### src/rtl/ram_port_arbiter.sv
// Two-requester round-robin arbiter for RAM port A with a bounded lock for
// atomic read-modify-write sequences. Grants are combinational; read valids are registered.
module ram_port_arbiter #(
    parameter int DATA_WIDTH = 16,
    parameter int ADDR_WIDTH = 10,
    parameter int MAX_LOCK   = 8
) (
    input  logic                  clk,
    input  logic                  reset,
    input  logic                  r0_req,
    input  logic                  r1_req,
    input  logic                  r0_we,
    input  logic                  r1_we,
    input  logic [ADDR_WIDTH-1:0] r0_addr,
    input  logic [ADDR_WIDTH-1:0] r1_addr,
    input  logic [DATA_WIDTH-1:0] r0_wdata,
    input  logic [DATA_WIDTH-1:0] r1_wdata,
    input  logic                  r0_lock,
    input  logic                  r1_lock,
    output logic                  r0_gnt,
    output logic                  r1_gnt,
    output logic                  r0_rvalid,
    output logic                  r1_rvalid,
    output logic [DATA_WIDTH-1:0] rdata,
    output logic [ADDR_WIDTH-1:0] ram_addr,
    output logic [DATA_WIDTH-1:0] ram_wdata,
    output logic                  ram_we,
    input  logic [DATA_WIDTH-1:0] ram_q
);

    localparam logic [7:0] MAX_CNT = 8'(MAX_LOCK);

    typedef enum logic [1:0] {
        IDLE,
        LOCK0,
        LOCK1
    } state_t;

    state_t     state, state_next;
    logic       last, last_next;
    logic [7:0] lock_cnt, lock_cnt_next;
    logic       gnt0, gnt1;
    logic       arbitrate;

    always_comb begin
        gnt0          = 1'b0;
        gnt1          = 1'b0;
        arbitrate     = 1'b0;
        state_next    = state;
        lock_cnt_next = lock_cnt;
        last_next     = last;

        case (state)
            LOCK0: begin
                if (r0_req) begin
                    gnt0          = 1'b1;
                    lock_cnt_next = lock_cnt + 8'd1;
                    state_next    = (r0_lock && (lock_cnt + 8'd1 < MAX_CNT)) ? LOCK0 : IDLE;
                end else begin
                    arbitrate = 1'b1;
                end
            end
            LOCK1: begin
                if (r1_req) begin
                    gnt1          = 1'b1;
                    lock_cnt_next = lock_cnt + 8'd1;
                    state_next    = (r1_lock && (lock_cnt + 8'd1 < MAX_CNT)) ? LOCK1 : IDLE;
                end else begin
                    arbitrate = 1'b1;
                end
            end
            default: arbitrate = 1'b1;
        endcase

        // An owner that drops req falls through to same-cycle IDLE arbitration.
        // A lock is only entered when MAX_LOCK leaves room for a second grant.
        if (arbitrate) begin
            state_next = IDLE;
            if (r0_req && (!r1_req || last)) begin
                gnt0 = 1'b1;
                if (r0_lock && (MAX_CNT > 8'd1)) begin
                    state_next    = LOCK0;
                    lock_cnt_next = 8'd1;
                end
            end else if (r1_req) begin
                gnt1 = 1'b1;
                if (r1_lock && (MAX_CNT > 8'd1)) begin
                    state_next    = LOCK1;
                    lock_cnt_next = 8'd1;
                end
            end
        end

        if (gnt0) begin
            last_next = 1'b0;
        end else if (gnt1) begin
            last_next = 1'b1;
        end

        if (reset) begin
            gnt0 = 1'b0;
            gnt1 = 1'b0;
        end
    end

    always_ff @(posedge clk) begin
        if (reset) begin
            state     <= IDLE;
            last      <= 1'b1;
            lock_cnt  <= '0;
            r0_rvalid <= 1'b0;
            r1_rvalid <= 1'b0;
        end else begin
            state     <= state_next;
            last      <= last_next;
            lock_cnt  <= lock_cnt_next;
            r0_rvalid <= gnt0 & ~r0_we;
            r1_rvalid <= gnt1 & ~r1_we;
        end
    end

    assign r0_gnt    = gnt0;
    assign r1_gnt    = gnt1;
    assign ram_addr  = gnt1 ? r1_addr : r0_addr;
    assign ram_wdata = gnt1 ? r1_wdata : r0_wdata;
    assign ram_we    = (gnt0 & r0_we) | (gnt1 & r1_we);
    assign rdata     = ram_q;

endmodule

### config.mk
export PLATFORM = sky130hd
export DESIGN_NAME = ram_port_arbiter
export DESIGN_NICKNAME = d
export VERILOG_FILES = /design/src/rtl/ram_port_arbiter.sv
export SDC_FILE = /design/constraint.sdc
export NUM_CORES = 1
export LEC_CHECK = 0
export BUFFER_PORTS_ARGS = -buffer_cell sky130_fd_sc_hd__buf_2
export CAP_MARGIN = 40
export CORE_UTILIZATION = 38
export CTS_BUF_LIST = sky130_fd_sc_hd__clkbuf_4
export CTS_CLUSTER_DIAMETER = 40
export CTS_CLUSTER_SIZE = 28
export DETAILED_ROUTE_END_ITERATION = 7
export PLACE_DENSITY = 0.83
export SYNTH_ARGS = -nofsm -noshare
export SYNTH_HDL_FRONTEND = slang
export SYNTH_SLANG_ARGS = --single-unit
### constraint.sdc
create_clock -name clk -period 2.8 [get_ports clk]
set_clock_uncertainty 0.1 [all_clocks]
set_input_delay 0.28 -clock clk [delete_from_list [all_inputs] [get_ports clk]]
set_output_delay 0.28 -clock clk [all_outputs]
set_load 0.05 [all_outputs]
==> results by group <==
Outcome
  • Outcome: finished, final reports clean

Global routing
  • First-pass GRT wire length: 5.34 mm
  • Met1 global-route usage: 0.254
  • Initial antenna violation count: 0
  • Most crowded layer after global routing: met2
  • Total track usage: 0.196
  • Vias in the first global route: 1,233
  • Global route overflow: 0
  • Pin count of the biggest net entering global routing: 30
  • Grt met3 use: 0.0541
  • GRT met2 Usage: 0.303

Cells and area
  • Antenna diodes: 0
  • Nets@finish: 302
  • Area delta synth->final: 31.5%
  • Layout Cells excl Fill: 266
  • Commonest non-fill, non-tap cell in the layout: buf_2
  • Most frequent cells in the layout: buf_2 (89), mux2_2 (19), dfxtp_1 (12), nand2_1 (9), a21oi_1 (8)
  • Layout cell share with drive strength beyond 1: 0.572

Yosys
  • Syn_nets: 228
  • Synth cell types: 44
  • Fraction of registers with async set/reset: 0
  • Yosys warns: 0
  • Post-synth EDFFs: 0
  • Synth Cell Area: 1280 µm²
  • Prevailing post-synth register cell: dfxtp_1
  • Mapped Avg Cell Area: 8.58 µm²
  • Seq/Total Area, Yosys: 0.204
  • FF+latch count, synth: 13
  • Cells after Synth: 149

Floorplanning
  • Starting Density: 0.409
  • Die X: 60.0 µm
  • Die Y: 60.0 µm
  • Area of the core: 3130 µm²
  • Row count: 20
  • Die ar.: 3600 µm²
  • # IOs: 123

Power and ir drop
  • Peak supply drop: 0.232 mV
  • Cell Pwr Density: 415 nW/µm²
  • P_leak: 0.795 nW

Placement
  • Hpwl dp: 2.75 mm
  • I/O Buffers: 90
  • Placed insts: 262
  • Routability Congestion: 0.916

Clock network
  • Clock tree buffer depth: 2
  • Clk root buf: clkbuf_4
  • CTS tree: yes
  • # hold bufs at CTS: 0
  • Clk_lat worst skew: 0.28 ns
  • Setup Fix Bufs, Post-CTS: 0
  • Num CTS Buffers: 3
  • Worst-path clk slew: 0.08 ns
  • CTS Sinks: 13
  • CTS H-Tree Depth: 1

STA
  • Peak Freq: 0.376 GHz
  • Max-slew violation count: 0
  • Final setup viols: 0
  • RSZ-0062 raised after global routing: no
  • Post-route setup TNS: 0 ns
  • WHS: 0.0672 ns
  • Final Hold Viols: 0
  • Rel. slew slack: 0.621
  • Period utilisation layout: 0.951
  • Worst-margin pin slew: 0.565 ns
  • Period minus WS final: 2.66 ns

Routing
  • Via/cell ratio: 5.14
  • DRC viols: 0
  • Via count: 1,367
  • DR pass1 iterations: 4
  • Routed WL per cell: 13.3 µm
  • Initial DRC Count: 43
  • Final ANT Viol Nets: 0
  • WL final: 3.53 mm

Setup path
  • Crit path DAT: 2.28 ns
  • Critical Path Start Type: register
  • Crit. End Element: output port
  • Setup crit start: state[0]
  • R2R Path Start: state[0]
  • Worst endpoint required time: 2.42 ns
  • Worst-path fanout max: 29
  • Critical path class: register to output port

Hold path
  • Hold wc startpoint: r1_we
  • Min-delay worst type: primary input to register

Job
  • Maxcap violations: 0
==> synthesized netlist by cell type (3+ instances only) <==
library cell | count | area, µm²
ha_1 | 3 | 37.5
nand2_1 | 9 | 33.8
and3_1 | 4 | 25.0
a21oi_1 | 8 | 40.0
nor3_1 | 4 | 20.0
inv_1 | 5 | 18.8
nand3_1 | 3 | 15.0
dfxtp_1 | 13 | 260
mux2_2 | 19 | 214
mux2_4 | 7 | 105
nor2b_1 | 4 | 25.0
clkbuf_1 | 3 | 11.3
a21o_1 | 3 | 22.5
o21ai_0 | 5 | 25.0
buf_4 | 16 | 120
nor2_1 | 6 | 22.5
==> path summary, 6_finish.rpt <==
path                            slack [ns]  depth (start not counted)           end
worst max register to register        0.82                          6      state[1]
worst min register to register        0.39                          2   lock_cnt[6]
worst max-delay path                  0.14                          8  ram_wdata[8]
worst min-delay path                  0.07                          2     r1_rvalid
==> where the power goes <==
group          internal (mW)  leakage (nW)  total (mW)  switching [mW]
combinational          0.132         0.671       0.373           0.241
sequential             0.193         0.106       0.199         0.00576
clock                 0.0650        0.0184       0.127          0.0618
total                  0.390         0.795       0.699           0.309
==> worst max-delay path, stage by stage, from the launching register on <==
cell and delay, ns:
dfxtp_2 0.36, inv_1 0.05, ha_2 0.22, nor2b_2 0.18, o21a_1 0.17, o311a_1 0.30
buf_6 0.20, mux2_4 0.31, buf_2 0.21
==> timing repair <==
action                     in CTS  in global routing
resized for setup               1                  4
pin swaps                       0                  0
setup endpoints to repair      24                 27
==> layout make-up <==
cell class / count / area (µm²)
timing repair buffer: 93 / 479
sequential: 13 / 262
multi-input combinational: 107 / 837
tap: 44 / 55.1
fill: 297 / 1450
inverter: 5 / 18.8
clock buffer: 4 / 30.0
==> through the flow <==
step                      area (µm²)  total power [mW]  utilization  setup WS, ns
after floorplan                 1280             0.538            -         0.232
after global placement          1640             0.568        0.524         0.350
after detailed placement        1640             0.572        0.524         0.288
after CTS                       1670             0.703        0.535        0.0423
after global routing            1680             0.736        0.538        0.0147
final                           1680             0.699        0.538         0.137
==> registers in the layout, indices dropped and copies added (netlist names) <==
register	count
last	1
lock_cnt	8
r0_rvalid	1
state	2
r1_rvalid	1
==> kinds of logic (layout without fill, tap and decap cells) <==
family,count (synthesis),count (layout),synth area share
AND/OR/NAND/NOR,41,41,0.173
multiplexers,26,26,0.250
buffers and inverters,29,102,0.146
flip-flops,13,13,0.204
adder cells (fa/ha/maj),3,3,0.0294
AO/OA/AOI/OAI,37,37,0.199
==> routing by layer <==
layer / routed length, µm / vias to the layer above
li1: - / 683
met1: 1450 / 612
met2: 1760 / 64
met3: 278 / 8
met4: 38 / 0
met5: 0 / -
No activity file was read; power rests on OpenSTA's default activity.
